### src/rtl/interrupt_ack_sequencer.sv
// Interrupt controller core: ICW init sequencing, mask/in-service tracking,
// fixed-priority resolution and the two-pulse INTA vector handshake.
module interrupt_ack_sequencer (
   input  logic       clk,
   input  logic       rst_n,
   input  logic       wr_pulse,
   input  logic       a0,
   input  logic [7:0] din,
   input  logic       inta_n,
   input  logic [7:0] irr,
   output logic [7:0] imr,
   output logic [7:0] isr,
   output logic       int_out,
   output logic [7:0] clr_irr,
   output logic [7:0] vector,
   output logic       vector_oe,
   output logic       init_done
);

   localparam int unsigned NUM_IR = 8;
   localparam int unsigned LVL_W  = 3;
   localparam int unsigned BASE_W = 5;

   typedef enum logic [2:0] {WAIT_ICW1, WAIT_ICW2, WAIT_ICW3, WAIT_ICW4, READY} init_state_t;
   typedef enum logic [1:0] {ACK_IDLE, ACK1, ACK2} ack_state_t;

   init_state_t             init_state, init_state_n;
   ack_state_t              ack_state, ack_state_n;
   logic [NUM_IR-1:0]       imr_n, isr_n, clr_irr_n;
   logic [BASE_W-1:0]       base, base_n;
   logic [LVL_W-1:0]        level, level_n;
   logic                    aeoi, aeoi_n;
   logic                    sngl, sngl_n;
   logic                    ic4, ic4_n;
   logic                    spurious, spurious_n;
   logic                    inta_prev;

   logic [NUM_IR-1:0]       prio_mask, req, set_mask, clr_mask;
   logic [LVL_W-1:0]        isr_top;
   logic                    fall, rise, icw1, wr_a1, ocw2;

   // Index of the highest-priority (lowest-numbered) set bit; 0 when none set.
   function automatic logic [LVL_W-1:0] prio_idx(input logic [NUM_IR-1:0] v);
      logic [LVL_W-1:0] idx;
      idx = '0;
      for (int i = NUM_IR - 1; i >= 0; i--) begin
         if (v[i]) idx = LVL_W'(i);
      end
      return idx;
   endfunction

   assign init_done = (init_state == READY);
   assign isr_top   = prio_idx(isr);
   assign prio_mask = (isr == '0) ? '1 : NUM_IR'((8'd1 << isr_top) - 8'd1);
   assign req       = irr & ~imr & prio_mask;
   assign int_out   = init_done & (req != '0) & (ack_state == ACK_IDLE);

   // INTA is ignored until initialization is complete.
   assign fall  = inta_prev & ~inta_n & init_done;
   assign rise  = ~inta_prev & inta_n;

   assign icw1  = wr_pulse & ~a0 & din[4];
   assign wr_a1 = wr_pulse & a0;
   assign ocw2  = wr_pulse & ~a0 & (din[4:3] == 2'b00) & (init_state == READY);

   assign vector_oe = (ack_state == ACK2) & ~inta_n;
   assign vector    = vector_oe ? {base, level} : 8'h00;

   always_comb begin
      init_state_n = init_state;
      ack_state_n  = ack_state;
      imr_n        = imr;
      base_n       = base;
      level_n      = level;
      aeoi_n       = aeoi;
      sngl_n       = sngl;
      ic4_n        = ic4;
      spurious_n   = spurious;
      clr_irr_n    = '0;
      set_mask     = '0;
      clr_mask     = '0;

      unique case (init_state)
         WAIT_ICW2: if (wr_a1) begin
            base_n = din[7:3];
            if (!sngl)    init_state_n = WAIT_ICW3;
            else if (ic4) init_state_n = WAIT_ICW4;
            else          init_state_n = READY;
         end
         WAIT_ICW3: if (wr_a1) init_state_n = ic4 ? WAIT_ICW4 : READY;
         WAIT_ICW4: if (wr_a1) begin
            aeoi_n       = din[1];
            init_state_n = READY;
         end
         READY: begin
            if (wr_a1) imr_n = din;
            if (ocw2) begin
               if (din[7:5] == 3'b001 && isr != '0) clr_mask = NUM_IR'(8'd1 << isr_top);
               else if (din[7:5] == 3'b011)         clr_mask = NUM_IR'(8'd1 << din[2:0]);
            end
         end
         default: ;
      endcase

      unique case (ack_state)
         ACK_IDLE: if (fall) begin
            ack_state_n = ACK1;
            if (req != '0) begin
               level_n    = prio_idx(req);
               spurious_n = 1'b0;
               set_mask   = NUM_IR'(8'd1 << prio_idx(req));
               clr_irr_n  = NUM_IR'(8'd1 << prio_idx(req));
            end else begin
               level_n    = LVL_W'(NUM_IR - 1);
               spurious_n = 1'b1;
            end
         end
         ACK1: if (fall) ack_state_n = ACK2;
         ACK2: if (rise) begin
            if (aeoi && !spurious) clr_mask = clr_mask | NUM_IR'(8'd1 << level);
            ack_state_n = ACK_IDLE;
         end
         default: ack_state_n = ACK_IDLE;
      endcase

      // EOI uses the pre-edge isr; a coincident set wins.
      isr_n = (isr & ~clr_mask) | set_mask;

      // ICW1 restarts initialization from any state and aborts any acknowledge.
      if (icw1) begin
         sngl_n       = din[1];
         ic4_n        = din[0];
         imr_n        = '0;
         isr_n        = '0;
         aeoi_n       = 1'b0;
         spurious_n   = 1'b0;
         clr_irr_n    = '0;
         init_state_n = WAIT_ICW2;
         ack_state_n  = ACK_IDLE;
      end
   end

   always_ff @(posedge clk or negedge rst_n) begin
      if (!rst_n) begin
         init_state <= WAIT_ICW1;
         ack_state  <= ACK_IDLE;
         imr        <= '0;
         isr        <= '0;
         clr_irr    <= '0;
         base       <= '0;
         level      <= '0;
         aeoi       <= 1'b0;
         sngl       <= 1'b0;
         ic4        <= 1'b0;
         spurious   <= 1'b0;
         inta_prev  <= 1'b1;
      end else begin
         init_state <= init_state_n;
         ack_state  <= ack_state_n;
         imr        <= imr_n;
         isr        <= isr_n;
         clr_irr    <= clr_irr_n;
         base       <= base_n;
         level      <= level_n;
         aeoi       <= aeoi_n;
         sngl       <= sngl_n;
         ic4        <= ic4_n;
         spurious   <= spurious_n;
         inta_prev  <= inta_n;
      end
   end

endmodule

### config.mk
export PLATFORM = sky130hd
export DESIGN_NAME = interrupt_ack_sequencer
export DESIGN_NICKNAME = d
export VERILOG_FILES = /design/src/rtl/interrupt_ack_sequencer.sv
export SDC_FILE = /design/constraint.sdc
export NUM_CORES = 1
export LEC_CHECK = 0
export CAP_MARGIN = 20
export CORE_ASPECT_RATIO = 2
export CORE_MARGIN = 2
export CORE_UTILIZATION = 50
export DETAILED_ROUTE_END_ITERATION = 8
export PLACE_DENSITY = 0.85
export REMOVE_ABC_BUFFERS = 1
export SYNTH_ARGS = -nofsm -noshare
export SYNTH_HDL_FRONTEND = slang
export SYNTH_SLANG_ARGS = --single-unit
### constraint.sdc
create_clock -name clk -period 3.8 [get_ports clk]
set_input_delay 0.57 -clock clk [delete_from_list [all_inputs] [get_ports clk]]
set_output_delay 0.57 -clock clk [all_outputs]
set_load 0.02 [all_outputs]
==> key figures <==
Clocking
  • Number of H-tree levels: 2
  • Num CTS Buffers: 5
  • CTS Hold Bufs: 0
  • Clk buf depth: 2
  • Clock root buffer: clkbuf_8
  • Worst-Skew Late Latency: 300 ps
  • Clock sinks: 42
  • CTS tree: yes
  • Clock Pin Slew Worst Setup and Hold Paths: 90 ps
  • Setup bufs post-CTS: 0

Cells and area
  • Final-layout fill cell count: 398
  • Share of cells above drive strength 1: 15.6%
  • Finished Cell Area: 0.00319 mm²
  • Final cell count without fillers: 382
  • Register area: 0.00105 mm²
  • Count of nets after finishing: 348
  • Area grow syn2layout: 33.9%
  • Ant diodes: 0
  • Multi-input gate area: 0.00126 mm²

Timing
  • Max-slew headroom: 38.5%
  • Slew Viols, Final: 0
  • Final Cycle Share: 95.9%
  • Final Hold Fails: 0
  • Setup TNS after final layout: 0 ps
  • Hold slack: 403 ps
  • # setup viols final: 0
  • Time the worst path needs with I/O delays and setup: 3640 ps
  • Unrepaired setup endpoints after global routing: false
  • Skew final: 8.30 ps
  • Measured slew at the worst slew-check pin: 923 ps
  • Highest clock rate: 274 MHz

Critical path
  • Setup crit end kind: output pin
  • Worst Path Required: 3230 ps
  • Critical path class: register to output pin
  • Critical Path AT: 3070 ps
  • CP startpoint kind: register
  • Max FO, Critical Path: 5

Synthesis
  • Most frequent cell after synthesis: dfrtp_1
  • Post-synthesis instance total: 255
  • Avg Synthesized Cell Area: 9.33 µm²
  • Netlist Area Pre-Place: 0.00238 mm²
  • Post-synthesis sequential area ratio: 44.2%
  • Ys async rst share: 100%
  • Yosys top cell by area: dfrtp_1
  • Yosys top cell area share: 43.1%
  • Post-synthesis cell type count: 58
  • Synth area leaders: dfrtp_1, nor2_1, mux2i_1, nand2_1, o21ai_0
  • EDFF count, synth: 0
  • Top cells by count, synth: dfrtp_1, nor2_1, nand2_1, o21ai_0, nor3_1
  • Top_reg_cell synth: dfrtp_1
  • Seq cells post-synth: 42
  • Yosys warning total: 0

Place
  • Port buffer count: 55
  • HPWL after DPL: 5450 µm
  • # placed instances: 374
  • Post-DP Area: 0.00309 mm²
  • Routability cong.: 0.919

Routing
  • Vias per std cell: 5.94
  • Final WL: 7000 µm
  • Metal3 WL: 198 µm
  • Routed via count: 2,270
  • First-pass detailed-route iteration total: 4
  • Met1 wire length: 2540 µm
  • Top sig layer: met4
  • WL met2: 3960 µm
  • Iter 0 DRT Violations: 60
  • Wire per inst: 18.3 µm
  • # DRC: 0
  • Number of antenna-violating nets in the routed design: 0

Global route
  • Number of global-route vias before repair: 2,268
  • GR Util All Layers: 28.6%
  • Initial antenna violation count: 0
  • Gr ovfl total: 0
  • Largest net degree at the start of global routing: 43
  • First-pass GRT wire length: 11,200 µm

Power
  • Pwr per Cell Area: 525 mW/mm²
  • Design Power: 1670 µW
  • Leak Pwr: 0.00132 µW
  • Peak VDD IR: 0.390 mV

Floorplanning
  • DIE WIDTH: 52.8 µm
  • Ports: 56
  • Die area: 0.00536 mm²
  • Initial core utilization: 51.8%
  • Core footprint: 0.00460 mm²
  • Die height: 102 µm
  • Num rows: 35

Run
  • Max-Cap Viols: 0

Min path
  • Hold Path Class: input port to async pin

Run status
  • Status: finished clean
## state kept, by name (all words and copies together) (netlist names)
name,flops
imr,8
base,5
sngl,1
level,3
spurious,1
ic4,1
init_state,3
ack_state,2
clr_irr,8
aeoi,1
inta_prev,1
isr,8
## final timing paths
| path | end | cells after the start | start | slack (ps) |
|---|---|---|---|---|
| min in group clk | base[4]$_DFFE_PN0P_ | 1 | base[4]$_DFFE_PN0P_ | 500 |
| max reg2reg | isr[6]$_DFF_PN0_ | 10 | isr[5]$_DFF_PN0_ | 900 |
| max in group asynchronous | init_state[0]$_DFFE_PN0P_ | 1 | rst_n | 2820 |
| min reg2reg | base[4]$_DFFE_PN0P_ | 1 | base[4]$_DFFE_PN0P_ | 500 |
| min | imr[6]$_DFFE_PN0P_ | 1 | rst_n | 400 |
| max | int_out | 10 | isr[5]$_DFF_PN0_ | 160 |
## power by group
part | internal [µW] | leakage [µW] | switching, µW
Combinational | 319 | 0.000722 | 391
Sequential | 550 | 0.000557 | 115
Clock | 131 | 0.0000408 | 166
## what timing repair did
action	4_1_cts	5_1_grt
pin swaps	0	1
cloned	0	0
gates resized for setup	1	6
setup endpoints to repair	1	1
## cells in the final DEF (no fill, tap or decap), types with 8 or more instances in the layout
cell type / instances
nor2_1: 31
buf_4: 19
inv_1: 9
nand3_1: 9
nand2_1: 21
and2_1: 9
a31oi_1: 9
clkdlybuf4s50_1: 53
nor3_1: 10
mux2i_1: 8
dfrtp_1: 41
o21ai_0: 15
## final cells by class
type	instances	area share [%]
multi-input combinational	194	39.4
tap	55	2.16
timing repair buffer	74	21.4
inverter	9	1.06
clock buffer	5	2.16
clock inverter	3	0.746
sequential	42	33.0
## stage by stage
stage / setup WS, ps / utilization, %
after floorplan: 167 / -
after global placement: 95.7 / 67.1
after detailed placement: 64.0 / 67.1
after CTS: 27.2 / 69.1
after global routing: 1.89 / 69.3
final: 155 / 69.3
## cell families (layout without fill, tap and decap cells)
kind of cell | Yosys count | in the layout | share of synthesized area [%]
buf+inv | 19 | 91 | 3.52
compound gates | 51 | 51 | 15.4
fa+ha+maj | 1 | 1 | 0.526
simple gates | 127 | 127 | 29.8
mux | 14 | 14 | 6.20
xor+xnor | 1 | 1 | 0.368
flops | 42 | 42 | 44.2
## routing by layer
metal,vias to the layer above,track usage [%]
li1,1082,-
met1,1094,30.9
met2,71,52.6
met3,23,3.24
met4,0,13.8
met5,-,0
## worst max-delay path, cell delays in order (launching register included)
cell     delay, ps
dfrtp_1        390
or4_4          560
nor3_1         180
nor2_1          70
ha_1           260
a311o_1        360
o22ai_2        230
nor3b_1        100
nand3_1        140
nor4b_1        260
buf_2          220
Note: power is estimated with default switching activity, not from simulation.
==> edit 1: new RTL, config.mk and constraints unchanged <==
Register the outputs `int_out` and `vector`; this adds one clock of latency there. The other outputs are not delayed to match.
--- a/src/rtl/interrupt_ack_sequencer.sv
+++ b/src/rtl/interrupt_ack_sequencer.sv
@@ -53,7 +53,6 @@
    assign isr_top   = prio_idx(isr);
    assign prio_mask = (isr == '0) ? '1 : NUM_IR'((8'd1 << isr_top) - 8'd1);
    assign req       = irr & ~imr & prio_mask;
-   assign int_out   = init_done & (req != '0) & (ack_state == ACK_IDLE);
 
    // INTA is ignored until initialization is complete.
    assign fall  = inta_prev & ~inta_n & init_done;
@@ -64,7 +63,10 @@
    assign ocw2  = wr_pulse & ~a0 & (din[4:3] == 2'b00) & (init_state == READY);
 
    assign vector_oe = (ack_state == ACK2) & ~inta_n;
-   assign vector    = vector_oe ? {base, level} : 8'h00;
+   always_ff @(posedge clk) begin
+      int_out <= init_done & (req != '0) & (ack_state == ACK_IDLE);
+      vector  <= vector_oe ? {base, level} : 8'h00;
+   end
 
    always_comb begin
       init_state_n = init_state;
Check against the original RTL: not equivalent (Yosys sat finds a counterexample within 4 cycles, from zero or initial values and one cycle with rst_n low).
==> edit 1 against the original RTL <==
- worst setup slack better by 0.73 ns
- total power up 7.6%
- synthesized area up 9.3%
- routed wire length up 3.0%
- design area up 3.0%
- highest routed layer unchanged
- synthesized cell count up 4.7%
- final cell count down 0.52%
- sequential power up 15%
- sequential cell count up 9
==> edit 1: results <==
[global_routing]
grtUsageTotal = 0.274
grt_pass1_vias = 2362
grt_pass1_wl_um = 11600

[synth]
postSynth.asyncResetShare = 0.824
synth.area.top_cells = dfrtp_1 (39%), dfxtp_1 (6.9%), nand2_1 (4.0%), nor2_1 (3.8%), mux2i_1 (2.7%)
syn_area_per_cell_sq_um = 9.74
synth_commonest_cells = dfrtp_1 (41), nand2_1 (28), nor2_1 (26), a21oi_1 (12)
synth_seq_area_share = 0.474

[placed_design]
placedInstanceArea_sq_mm = 0.00317
gp_congestion = 1.06
hpwl_um = 5580

[timing]
relSlewSlack = 0.334
skew_ns = 0.00364

[critical_path]
crit_arrival_ns = 3.15
r2r_cells = 9
r2r_slack_ns = 0.88
max_stage_delay_ns = 0.53
cp-endpoint = isr[4]

[run_status]
run_status = complete, no violations

[route]
routed_wl_um = 7210
drt_iter0_markers = 83
vias_per_cell = 6.12

[pwr]
leakage_nw = 1.39
ir_worst_vdd_mv = 0.393

[clocking]
cts_resized = 0

[finish]
final_cells = 380
final_nets = 343
-- edit 1: area by class of cell --
class | count | area (sq um)
multi-input combinational | 197 | 1280
tap | 58 | 72.6
sequential | 51 | 1230
inverter | 10 | 37.5
fill | 433 | 1810
timing repair buffer | 56 | 553
clock inverter | 2 | 37.5
clock buffer | 6 | 72.6
-- edit 1: critical path, delay by kind of cell, from the launching register on --
kind	cells	cell delay [ns]
compound gates	4	0.95
fa+ha+maj	1	0.21
flops	1	0.51
simple gates	4	1.19
-- edit 1: power by group through the flow --
stage | logic [mW] | registers [mW] | clock network, mW
finish | 0.665 | 0.765 | 0.369
global route | 0.725 | 0.778 | 0.404
CTS | 0.657 | 0.761 | 0.376
detailed placement | 0.654 | 0.772 | 0
floorplan | 0.394 | 0.781 | 0
global placement | 0.633 | 0.767 | 0
-- edit 1: worst min path at each step --
stage             from            to  slack [ns]
2_1_floorplan    rst_n  ack_state[0]        0.27
3_3_place_gp   base[1]     vector[4]        0.46
3_5_place_dp   base[1]     vector[4]        0.47
4_1_cts          rst_n        imr[7]        0.42
5_1_grt          rst_n        imr[7]        0.46
6_report         rst_n        imr[7]        0.40
-- edit 1: kinds of logic (layout without fill, tap and decap cells) --
group / Yosys count / in the layout / share of synthesized area
fa+ha+maj: 1 / 1 / 0.00481
compound gates: 56 / 56 / 0.152
mux: 13 / 13 / 0.0529
simple gates: 126 / 126 / 0.278
flops: 51 / 51 / 0.474
xor+xnor: 1 / 1 / 0.00337
buf+inv: 19 / 74 / 0.0351
-- edit 1: metal layers --
| layer | up-vias | part of all wire | track usage |
|---|---|---|---|
| li1 | 1070 | - | - |
| met4 | 0 | 0.081 | 0.193 |
| met1 | 1101 | 0.33 | 0.306 |
| met3 | 49 | 0.041 | 0.0211 |
| met2 | 106 | 0.54 | 0.458 |
| met5 | - | 0 | 0 |
-- edit 1: through the flow --
step                      setup slack (ns)  total power, mW   util
after global routing                 0.710             1.91  0.645
after CTS                            0.922             1.79  0.645
final                                0.885             1.80  0.645
after detailed placement             0.940             1.43  0.623
after floorplan                       1.21             1.18      -
after global placement                1.01             1.40  0.623
==> edit 2: new RTL, config.mk and constraints unchanged <==
Without the edit above. Reset style: synchronous (`rst_n`), changed in one clocked block.
--- a/src/rtl/interrupt_ack_sequencer.sv
+++ b/src/rtl/interrupt_ack_sequencer.sv
@@ -140,7 +140,7 @@
       end
    end
 
-   always_ff @(posedge clk or negedge rst_n) begin
+   always_ff @(posedge clk) begin
       if (!rst_n) begin
          init_state <= WAIT_ICW1;
          ack_state  <= ACK_IDLE;
Function: differs if rst_n is asserted again (counterexample within 4 cycles, from zero or initial values and one cycle with rst_n low); with rst_n held inactive, the same outputs for 10 cycles.
==> edit 2 against the original RTL <==
- design area decreased by 6.0%
- first-iteration DRC count increased by 3.3%
- worst hold slack improved by 0.086 ns
- via count increased by 0.75%
- global-route usage decreased by 1.7 points
- synthesized area decreased by 5.3%
- sequential cell count unchanged
- worst setup slack improved by 0.042 ns
- routed wire length decreased by 7.2%
- die area decreased by 5.0%
Power is not compared: it rests on default switching activity, and its combinational part moved more than twofold at a synthesized area within 25%.
==> edit 2: results <==
[finish]
final-clk-cell-share = 0.0364
final_cells = 379
fillers = 373
final_nets = 346
seq_cell_count = 42
multi_input_area_sq_mm = 0.00136
final_util = 0.690
inverters = 5
nMultiInputCombCells = 208
nonClkBufAreaFrac = 0.201
drive_gt1_frac = 0.0769
multi_input_area_share = 0.453
n_all_buffers = 62
seq_share = 0.281

[min_path]
holdPathStages = 2
hold_class = reg -> reg

[run_status]
run_status = complete, no violations

[route]
m1WireLength_um = 2160
vias_per_cell = 6.03
drtPass1Iterations = 5
drc_errors = 0
routed_wl_um = 6500
route.met3.wl_um = 309
drt_iter0_markers = 62

[global_routing]
grt_pass1_vias = 2251
grt_util_met1 = 0.260
grt_pass1_wl_um = 10300
grt_use_met3 = 0.0303
grtUsageTotal = 0.269
grt_max_degree = 15

[critical_path]
slowest_stage = dfxtp_1
r2r_start = isr[6]
critPathTopFamily = compound AO/OA/AOI/OAI gates
startpoint = isr[7]
r2r_slack_ns = 1.02
max_stage_delay_ns = 0.49
r2r_cells = 12
path_max_fanout = 7
rr_endpoint = isr[6]

[pwr]
p_total_mw = 0.872
leakage_nw = 1.11

[placed_design]
io_buffers = 55
dp_slack_ns = 0.295
gp_congestion = 0.921
hpwl_um = 5170
place_inst = 371
placedInstanceArea_sq_mm = 0.00289

[synth]
synth_seq_area_share = 0.373
synth_edf_count = 0
synth_commonest_cells = dfxtp_1 (42), nor2_1 (29), nand2_1 (19), mux2i_1 (17), nor2b_1 (17)
synth.area.top_cells = dfxtp_1 (37%), mux2i_1 (7.5%), nor2_1 (4.8%), nor2b_1 (4.7%), a21oi_1 (3.6%)
synth_top_flop_cell = dfxtp_1
syn_area_per_cell_sq_um = 8.57

[timing]
hold_slack_ns = 0.488
worst_pin_slew_ns = 0.680
skew_ns = 0.00972

[clocking]
cts-root-buf = clkbuf_8
edit 2: changes by cell type after synthesis, sizes merged, moves of 3 or more:
cell	unedited run	this run
dfxtp	0	42
dfrtp	41	0
a21oi	3	16
nor2b	6	17
mux2i	8	17
mux2	6	0
a31oi	9	4
inv	9	5
nand2b	6	10
nor3	10	6
o21ai	15	11
nor2	32	29
o21bai	0	3
edit 2: how the worst max path moves through the flow:
stage / end / slack (ns)
after floorplan: int_out / 0.43
after global placement: int_out / 0.35
after detailed placement: int_out / 0.30
after CTS: int_out / 0.22
after global routing: int_out / 0.03
final: int_out / 0.20
edit 2: logic make-up (layout without fill, tap and decap cells):
kind of cell / Yosys count / count (layout) / share of synthesized area
buffers and inverters: 13 / 75 / 0.0255
adder cells (fa/ha/maj): 1 / 1 / 0.00555
multiplexers: 17 / 17 / 0.0755
flip-flops: 42 / 42 / 0.373
AND/OR/NAND/NOR: 130 / 130 / 0.335
AO/OA/AOI/OAI: 58 / 58 / 0.178
XOR/XNOR: 2 / 2 / 0.00777
